File: src/rtl/sr_piso_eight.sv
// Parallel-in/serial-out serializer fed by the 8-bit PIPO stage.
// Accepts a word on load&&ready and shifts it out one bit per clock, reloading gaplessly on the last bit.
module sr_piso_eight #(
    parameter int WIDTH     = 8,
    parameter int MSB_FIRST = 1
) (
    input  logic                     clk,
    input  logic                     reset,
    input  logic [WIDTH-1:0]         inp,
    input  logic                     load,
    output logic                     ready,
    output logic                     sout,
    output logic                     sout_valid,
    output logic                     busy,
    output logic                     done,
    output logic [$clog2(WIDTH):0]   count
);

    localparam int CW = $clog2(WIDTH) + 1;

    typedef enum logic {
        IDLE  = 1'b0,
        SHIFT = 1'b1
    } state_t;

    state_t           state;
    logic [WIDTH-1:0] sr;

    // ready looks only at state and count, so load never loops back into it
    assign ready      = (state == IDLE) || (count == CW'(1));
    assign busy       = (state == SHIFT);
    assign sout_valid = busy;
    assign sout       = busy ? ((MSB_FIRST != 0) ? sr[WIDTH-1] : sr[0]) : 1'b0;

    always_ff @(posedge clk) begin
        if (!reset) begin
            state <= IDLE;
            sr    <= '0;
            count <= '0;
            done  <= 1'b0;
        end else begin
            case (state)
                IDLE: begin
                    done <= 1'b0;
                    if (load) begin
                        sr    <= inp;
                        count <= CW'(WIDTH);
                        state <= SHIFT;
                    end
                end
                SHIFT: begin
                    done <= (count == CW'(1));
                    if (count == CW'(1) && load) begin
                        sr    <= inp;
                        count <= CW'(WIDTH);
                    end else begin
                        if (MSB_FIRST != 0)
                            sr <= {sr[WIDTH-2:0], 1'b0};
                        else
                            sr <= {1'b0, sr[WIDTH-1:1]};
                        count <= count - CW'(1);
                        if (count == CW'(1))
                            state <= IDLE;
                    end
                end
                default: begin
                    state <= IDLE;
                    done  <= 1'b0;
                end
            endcase
        end
    end

endmodule
File: config.mk
export PLATFORM = sky130hd
export DESIGN_NAME = sr_piso_eight
export DESIGN_NICKNAME = d
export VERILOG_FILES = /design/src/rtl/sr_piso_eight.sv
export SDC_FILE = /design/constraint.sdc
export NUM_CORES = 1
export LEC_CHECK = 0
export ABC_AREA = 1
export CAP_MARGIN = 20
export CELL_PAD_IN_SITES_DETAIL_PLACEMENT = 0
export CELL_PAD_IN_SITES_GLOBAL_PLACEMENT = 1
export CORE_MARGIN = 5
export CORE_UTILIZATION = 40
export CTS_BUF_LIST = sky130_fd_sc_hd__clkbuf_16
export DETAILED_ROUTE_END_ITERATION = 8
export DONT_BUFFER_PORTS = 1
export PLACE_DENSITY_LB_ADDON = 0.1
export SYNTH_ARGS = -nofsm -noshare
export SYNTH_HDL_FRONTEND = slang
export SYNTH_SLANG_ARGS = --single-unit
File: constraint.sdc
create_clock -name clk -period 1.45 [get_ports clk]
set_input_delay 0.145 -clock clk [delete_from_list [all_inputs] [get_ports clk]]
set_output_delay 0.145 -clock clk [all_outputs]
set_load 0.03 [all_outputs]
==> run_results.csv, run 1 <==
group,metric,value,unit
synthesis,yosysWarningCount,0,
hold_path,hp-start,"reset",
die,die_h,53.4,um
pwr,power.total,1.22,mW
die,ios,20,
setup_path,slowest_delay,0.40,ns
die,die_area,2850,um^2
synthesis,yosysSeqAreaShare,0.373,
cells_and_area,nNetsFinal,127,
die,core.rowCount,15,
detailed_routing,drtIter0Drc,18,
timing,slew_headroom,0.764,
clock_tree,cts.sinks,14,
die,initial_core_util,0.426,
pwr,p_leak,0.408,nW
synthesis,netlist_area,752,um^2
timing,fin_skew,0.00192,ns
detailed_routing,routedWlPerCell,12.0,um
global_route,gr-total-overflow,0,
synthesis,synth_fp_nets,119,
setup_path,worst_ep_arrival_time,1.18,ns
timing,rsz0062_at_grt,"no",
timing,fin_ws,0.122,ns
cells_and_area,final_common_cell,"nor2_1",
global_route,first_global_vias,599,
detailed_routing,wirelength,1660,um
status,status,"complete, no violations",
detailed_routing,vias_per_cell,4.79,
setup_path,end_kind,"output pin",
synthesis,netlist_instances,106,
setup_path,critPathLaunchType,"flop",
detailed_routing,drcViolationCount,0,
clock_tree,clk_latency,0.25,ns
detailed_routing,ant_nets,0,
global_route,grt_max_degree,19,
setup_path,slowest_stage,"dfxtp_2",
pwr,power.density,1370,nW/um^2
global_route,antenna_found_initial,0,
die,core,1760,um^2
synthesis,synth.ff_latch_count,14,
cells_and_area,diodes,0,
clock_tree,cts.clk_slew.worst_paths,0.05,ns
placement,placement.io_buffers,0,
detailed_routing,via_count,661,
run,drv.max_cap_violation_count,0,
cells_and_area,drive_gt1_frac,0.239,
pwr,irDropWorstVdd,0.000683,V
timing,fin_tns_setup,0,ns
setup_path,path_cells,"buf_4 -> nand2_1 -> inv_1",
synthesis,synth_cell_type_count,17,
global_route,grt.total_usage,0.138,
timing,fmax,753,MHz
global_route,grt_pass1_wl,2680,um
placement,pre_cts_ws,0.210,ns
cells_and_area,final_cell_mix,"nor2_1 (18), nand2_1 (15), inv_1 (12), nand3_1 (11), dfxtp_1 (11)",
clock_tree,cts_buffers,3,
clock_tree,cts-htree-levels,1,
cells_and_area,fin_cells,138,
die,die_x,53.4,um
timing,finalSetupViolCount,0,
timing,period_share,0.916,
setup_path,r2r_start,"count[1]",
cells_and_area,final_util,0.501,
placement,dp_hpwl,1100,um
setup_path,cp_max_fo,6,
clock_tree,cts_tree,"done",
setup_path,startpoint,"busy",
hold_path,hold_path.class,"in -> reg",
cells_and_area,fin_area,885,um^2
cells_and_area,area_growth,17.6,%
timing,worst_pin_slew,0.353,ns
timing,finalMaxSlewViolations,0,
timing,hold_viol,0,
clock_tree,cts_buffer_depth,2,
detailed_routing,firstDrtPassIters,4,
setup_path,path_class,"reg -> out",
clock_tree,root_buffer,"clkbuf_16",
synthesis,avgSynthCellArea,7.09,um^2
setup_path,required,1.31,ns
placement,dpl.cell_count,132,
placement,gp_congestion,0.728,
placement,dpl-instance-area,790,um^2
timing,fin_crit,1.33,ns
timing,hold_slack,0.0405,ns
==> path summary, 6_finish.rpt <==
path            to  slack (ns)  depth (start not counted)
max           sout        0.12                          3
max reg2reg  sr[1]        0.15                          9
min reg2reg  sr[0]        0.47                          2
min          sr[7]        0.04                          2
==> synthesized netlist by cell type, drive strengths merged <==
| cell | number | area share |
|---|---|---|
| a21oi | 13 | 0.12 |
| buf | 4 | 0.050 |
| clkbuf | 1 | 0.0050 |
| dfxtp | 14 | 0.37 |
| ha | 2 | 0.033 |
| inv | 15 | 0.075 |
| nand2 | 18 | 0.11 |
| nand3 | 11 | 0.073 |
| nor2 | 18 | 0.090 |
| nor3 | 2 | 0.013 |
| o21ai | 8 | 0.053 |
==> registers in the layout, summed over array words and instances, names as in the netlist <==
| signal | cells |
|---|---|
| done | 1 |
| count | 4 |
| sr | 8 |
| busy | 1 |
==> per-layer routing <==
metal  vias to the layer above  track usage  part of all wire
met5                         -            0                 0
met4                         0        0.102             0.028
met3                         5       0.0479             0.055
met2                        18        0.200              0.44
met1                       286        0.164              0.47
li1                        352            -                 -
==> power breakdown <==
group	switching (mW)	internal (mW)	total (mW)	leakage, nW
registers	0.0200	0.421	0.441	0.117
logic	0.157	0.0821	0.239	0.252
clock network	0.169	0.366	0.535	0.0385
total	0.346	0.869	1.22	0.408
==> layout make-up <==
type                            count  area, um^2
Fill cell                         204         880
Multi-Input combinational cell     72         374
Sequential cell                    14         284
Clock buffer                        3        75.1
Timing Repair Buffer                8        60.1
Inverter                           15        56.3
Tap cell                           25        31.3
Clock inverter                      1        3.75
==> cells by family after synthesis <==
logic type	synth area share
AND/OR/NAND/NOR	0.290
AO/OA/AOI/OAI	0.175
buffers and inverters	0.130
flip-flops	0.373
adder cells (fa/ha/maj)	0.0333
==> what timing repair did <==
item,CTS,global route
hold buffers,0,0
hold endpoints to repair,0,0
pin swaps,1,0
resized for setup,0,1
setup buffers,2,0
setup endpoints to repair,1,1
==> critical path: cells and delay by family, from the launching register on <==
kind / cells / cell delay [ns]
buffers and inverters: 2 / 0.46
and+or+nand+nor: 1 / 0.08
DFF: 1 / 0.40
No activity file was read; power rests on OpenSTA's default activity.
==> inputs of run 2 (changes only) <==
--- a/config.mk
+++ b/config.mk
@@ -7,14 +7,11 @@
 export LEC_CHECK = 0
 export ABC_AREA = 1
 export CAP_MARGIN = 20
-export CELL_PAD_IN_SITES_DETAIL_PLACEMENT = 0
-export CELL_PAD_IN_SITES_GLOBAL_PLACEMENT = 1
 export CORE_MARGIN = 5
 export CORE_UTILIZATION = 40
 export CTS_BUF_LIST = sky130_fd_sc_hd__clkbuf_16
 export DETAILED_ROUTE_END_ITERATION = 8
 export DONT_BUFFER_PORTS = 1
-export PLACE_DENSITY_LB_ADDON = 0.1
 export SYNTH_ARGS = -nofsm -noshare
 export SYNTH_HDL_FRONTEND = slang
 export SYNTH_SLANG_ARGS = --single-unit
==> constraint.sdc (replaced) <==
create_clock -name clk -period 1.34 [get_ports clk]
set_input_delay 0.134 -clock clk [delete_from_list [all_inputs] [get_ports clk]]
set_output_delay 0.134 -clock clk [all_outputs]
set_load 0.03 [all_outputs]
==> run 2 against run 1 <==
Effect of this change:
- sequential power rose by 9.1%
- sequential share of layout area decreased by 0.75 points
- combinational power grew 14%
- clock-buffer cell count unchanged
- core utilization grew 1.4 points
- wire length grew 3.0%
- total power increased by 8.8%
- die area stayed put
- critical path type unchanged
- highest routed layer unchanged
==> run_results.csv, run 2 (synthesis gave the netlist of run 1 again) <==
group,metric,value,unit
placement,gp_congestion,0.788,
clock_tree,cts_buffers,3,
cells_and_area,fin_area,910,um^2
global_route,grt_max_degree,19,
die,die_x,53.4,um
cells_and_area,regArea,285,um^2
global_route,grt.total_usage,0.135,
placement,pre_cts_ws,0.0835,ns
pwr,p_leak,0.420,nW
cells_and_area,final_util,0.516,
cells_and_area,final_common_cell,"nor2_1",
detailed_routing,ant_nets,0,
detailed_routing,vias_per_cell,4.81,
placement,dpl-instance-area,800,um^2
clock_tree,cts_tree,"done",
timing,fin_ws,0.0488,ns
placement,dp_hpwl,1090,um
global_route,grt_pass1_wl,2680,um
cells_and_area,diodes,0,
detailed_routing,firstDrtPassIters,4,
detailed_routing,via_count,668,
setup_path,startpoint,"count[1]",
cells_and_area,fin_cells,139,
cells_and_area,drive_gt1_frac,0.254,
setup_path,cp_max_fo,3,
detailed_routing,drcViolationCount,0,
cells_and_area,largestRegisters,"sr (8), count (4)",
setup_path,critPathCapture,"ready",
timing,fin_tns_setup,0,ns
cells_and_area,largest_register,"sr",
die,core.rowCount,15,
timing,worst_pin_slew,0.353,ns
setup_path,path_cells,"inv_1 -> ha_2 -> nand2_2 -> nand2_4 -> buf_6",
cells_and_area,largest_reg_flops,8,
pwr,irDropWorstVdd,0.000739,V
setup_path,worst_ep_arrival_time,1.16,ns
die,ios,20,
timing,hold_slack,0.0222,ns
detailed_routing,drtIter0Drc,8,
setup_path,required,1.21,ns
detailed_routing,routedWlPerCell,12.3,um
global_route,grt.met3_usage,0.0366,
clock_tree,cts.sinks,14,
global_route,gr-total-overflow,0,
clock_tree,ctsHoldBuffers,0,
detailed_routing,wirelength,1710,um
placement,dpl.cell_count,133,
clock_tree,cts_buffer_depth,2,
setup_path,slowest_delay,0.33,ns
timing,fin_skew,0.00105,ns
cells_and_area,area_growth,21.0,%
die,initial_core_util,0.426,
cells_and_area,n_fill_cell,193,
run,drv.max_cap_violation_count,0,
cells_and_area,multi_input_area,379,um^2
pwr,power.density,1450,nW/um^2
setup_path,r2r_start,"count[1]",
die,die_area,2850,um^2
clock_tree,root_buffer,"clkbuf_16",
timing,slew_headroom,0.764,
setup_path,path_class,"reg -> out",
die,core,1760,um^2
timing,fin_crit,1.29,ns
clock_tree,cts-htree-levels,1,
setup_path,end_kind,"output pin",
hold_path,hold_path.class,"in -> reg",
global_route,antenna_found_initial,0,
global_route,top_usage_layer,"met2",
global_route,grt_use_met1,0.167,
timing,fmax,774,MHz
setup_path,regToRegSetupSlack,0.06,ns
timing,period_share,0.964,
die,die_h,53.4,um
cells_and_area,final_cell_mix,"nor2_1 (18), nand2_1 (14), inv_1 (13), dfxtp_1 (12), nand3_1 (11)",
setup_path,reg2reg_to,"count[2]",
setup_path,slowest_stage,"dfxtp_4",
cells_and_area,nNetsFinal,128,
clock_tree,clk_latency,0.24,ns
status,status,"complete, no violations",
global_route,first_global_vias,609,
timing,hold_viol,0,
setup_path,critPathLaunchType,"flop",
pwr,power.total,1.32,mW
clock_tree,cts.clk_slew.worst_paths,0.05,ns
timing,finalMaxSlewViolations,0,
placement,placement.io_buffers,0,
setup_path,ff2ff_path_depth,8,
timing,finalSetupViolCount,0,
global_route,globalRouteMet2Util,0.200,
[run 2: cell count changes in the layout (fill, tap and decap cells not counted), sizes merged]
cell,before,now
buf,8,9
inv,15,16
clkinv,1,0
[run 2: final cells by class]
class / instances / area share
flip-flops and latches: 14 / 0.314
clock buffers: 3 / 0.0825
repair buffers: 9 / 0.0867
clock inverters: 1 / 0.00413
multi-input cells: 72 / 0.417
well taps: 25 / 0.0344
inverters: 15 / 0.0619
[run 2: layer usage]
| metal | part of all wire | vias to the layer above |
|---|---|---|
| met4 | 0.023 | 0 |
| met3 | 0.055 | 5 |
| met5 | 0 | - |
| met2 | 0.45 | 16 |
| li1 | - | 352 |
| met1 | 0.47 | 295 |
[run 2: repair_timing]
item                       4_1_cts  5_1_grt
pin swaps                        1        2
resized for setup                0        5
setup endpoints to repair        1       10
buffers inserted                 2        0
[run 2: how the worst min path moves through the flow]
stage / slack [ns] / cells past startpoint / startpoint / to
global route: 0.03 / 2 / reset / count[0]
finish: 0.02 / 2 / reset / count[0]
detailed placement: 0.28 / 2 / reset / sr[7]
CTS: 0.03 / 2 / reset / sr[6]
global placement: 0.28 / 2 / reset / count[0]
floorplan: 0.29 / 2 / load / sr[0]
[run 2: worst max-delay path, delay by kind of cell, from the launching register on]
family                     cells  cell delay [ns]
DFF                            1             0.33
and+or+nand+nor                2             0.17
adders and majority gates      1             0.19
buffers and inverters          2             0.22
[run 2: power breakdown]
part / leakage (nW) / internal (mW) / switching, mW
clock network: 0.0423 / 0.394 / 0.175
registers: 0.117 / 0.455 / 0.0257
logic: 0.260 / 0.0988 / 0.174
==> inputs of run 3 (changes only) <==
--- a/config.mk
+++ b/config.mk
@@ -7,11 +7,15 @@
 export LEC_CHECK = 0
 export ABC_AREA = 1
 export CAP_MARGIN = 20
+export CELL_PAD_IN_SITES_DETAIL_PLACEMENT = 1
+export CELL_PAD_IN_SITES_GLOBAL_PLACEMENT = 1
 export CORE_MARGIN = 5
 export CORE_UTILIZATION = 40
 export CTS_BUF_LIST = sky130_fd_sc_hd__clkbuf_16
 export DETAILED_ROUTE_END_ITERATION = 8
 export DONT_BUFFER_PORTS = 1
+export PLACE_DENSITY_LB_ADDON = 0.1
+export SLEW_MARGIN = 0
 export SYNTH_ARGS = -nofsm -noshare
 export SYNTH_HDL_FRONTEND = slang
 export SYNTH_SLANG_ARGS = --single-unit
==> run 3 against run 2 <==
Effect of this change:
- core utilization grew 1.1 points
- hold slack improved by 0.0042 ns
- setup slack is essentially flat
- fmax is essentially flat
- clock power rose by 1%
- wire length increased by 16%
- sequential power fell by 1%
- die area is the same
- highest routed layer unchanged
- design area rose by 2.2%
- clock-buffer cell count unchanged
- total power up 1.6%
==> run_results.csv, run 3 (synthesis gave the netlist of run 1 again) <==
group,metric,value,unit
status,status,"complete, no violations",
cells_and_area,nNetsFinal,130,
timing,slew_headroom,0.738,
die,die_x,53.4,um
cells_and_area,diodes,0,
setup_path,end_kind,"output pin",
pwr,p_leak,0.426,nW
die,core.rowCount,15,
placement,placement.io_buffers,0,
cells_and_area,largestRegisters,"sr (8), count (4)",
detailed_routing,routedWlPerCell,14.0,um
cells_and_area,largest_reg_flops,8,
detailed_routing,via_count,702,
timing,worst_pin_slew,0.392,ns
timing,finalMaxSlewViolations,0,
global_route,antenna_found_initial,0,
cells_and_area,final_util,0.527,
detailed_routing,drcViolationCount,0,
clock_tree,cts_buffer_depth,2,
detailed_routing,vias_per_cell,4.98,
clock_tree,cts_buffers,3,
detailed_routing,firstDrtPassIters,4,
global_route,first_global_vias,699,
setup_path,critPathLaunchType,"flop",
timing,finalSetupViolCount,0,
setup_path,required,1.21,ns
cells_and_area,largest_register,"sr",
timing,hold_viol,0,
setup_path,cp_max_fo,4,
clock_tree,cts.clk_slew.worst_paths,0.05,ns
detailed_routing,drtIter0Drc,5,
timing,fin_crit,1.29,ns
timing,fmax,775,MHz
die,initial_core_util,0.426,
cells_and_area,final_cell_mix,"nor2_1 (18), nand2_1 (14), inv_1 (12), dfxtp_1 (12), nand3_1 (10)",
cells_and_area,final_common_cell,"nor2_1",
hold_path,hold_path.class,"in -> reg",
pwr,power.density,1450,nW/um^2
cells_and_area,drive_gt1_frac,0.276,
clock_tree,cts_tree,"done",
run,drv.max_cap_violation_count,0,
detailed_routing,ant_nets,0,
placement,gp_congestion,0.731,
placement,dp_hpwl,1270,um
timing,rsz0062_at_grt,"yes",
clock_tree,cts.sinks,14,
die,ios,20,
clock_tree,cts-htree-levels,1,
clock_tree,root_buffer,"clkbuf_16",
setup_path,path_class,"reg -> out",
cells_and_area,area_growth,23.6,%
timing,fin_skew,0.00288,ns
global_route,grt_max_degree,19,
pwr,power.total,1.34,mW
die,die_area,2850,um^2
global_route,grt_pass1_wl,3260,um
setup_path,worst_ep_arrival_time,1.16,ns
pwr,irDropWorstVdd,0.000892,V
detailed_routing,wirelength,1980,um
setup_path,regToRegSetupSlack,0.10,ns
die,die_h,53.4,um
timing,period_share,0.963,
global_route,gr-total-overflow,0,
die,core,1760,um^2
global_route,grt.total_usage,0.165,
clock_tree,clk_latency,0.25,ns
==> run 3: cell count changes in the layout (fill, tap and decap cells not counted) <==
cell / before / now
buf_4: 6 / 8
clkinv_1: 0 / 1
inv_1: 13 / 12
nand3_1: 11 / 10
nand3_2: 0 / 1
==> run 3: cell type report <==
class	instances	area (um^2)
Clock buffer	3	75.1
Clock inverter	1	3.75
Fill cell	245	835
Inverter	15	56.3
Multi-Input combinational cell	72	384
Sequential cell	14	285
Tap cell	25	31.3
Timing Repair Buffer	11	93.8
==> run 3: power breakdown <==
group	switching, mW	total [mW]	internal (mW)
clock network	0.181	0.576	0.395
registers	0.0200	0.475	0.455
logic	0.187	0.294	0.106
total	0.388	1.34	0.956
==> run 3: final timing paths <==
check                start       end  cells after the start
setup / recovery  count[1]     ready                      5
hold / removal       reset  count[2]                      2
setup reg to reg  count[1]     sr[5]                      9
hold reg to reg      sr[0]     sr[0]                      2
==> run 3: worst max-delay path, cell delays in order, from the launching register on <==
cell	delay [ns]
dfxtp_4	0.33
inv_1	0.07
ha_2	0.17
nand2_2	0.07
nand2_4	0.10
buf_4	0.16
==> run 3: timing repair <==
| action | CTS | global route |
|---|---|---|
| hold buffers | 0 | 0 |
| setup endpoints to repair | 1 | 10 |
| gates resized for setup | 0 | 6 |
| buffers inserted | 3 | 1 |
| pin swaps | 1 | 4 |
==> run 3: stage by stage <==
| step | TNS (ns) | setup slack (ns) | area (um^2) | hold WS (ns) | std cells |
|---|---|---|---|---|---|
| after floorplan | 0 | 0.00576 | 757 | 0.295 | 106 |
| after global placement | 0 | 0.106 | 800 | 0.284 | 133 |
| after CTS | 0 | 0.0202 | 901 | 0.0275 | 140 |
| final | 0 | 0.0491 | 930 | 0.0264 | 141 |
| after detailed placement | 0 | 0.0639 | 800 | 0.286 | 133 |
| after global routing | -0.0241 | -0.0123 | 930 | 0.0239 | 141 |
==> run 3: routing by layer <==
metal / GRT usage / up-vias / part of all wire / wire length, um
met1: 0.207 / 327 / 0.47 / 928
met4: 0.102 / 0 / 0.024 / 47
met3: 0.0451 / 5 / 0.046 / 90
li1: - / 354 / - / -
met5: 0 / - / 0 / 0
met2: 0.245 / 16 / 0.46 / 911
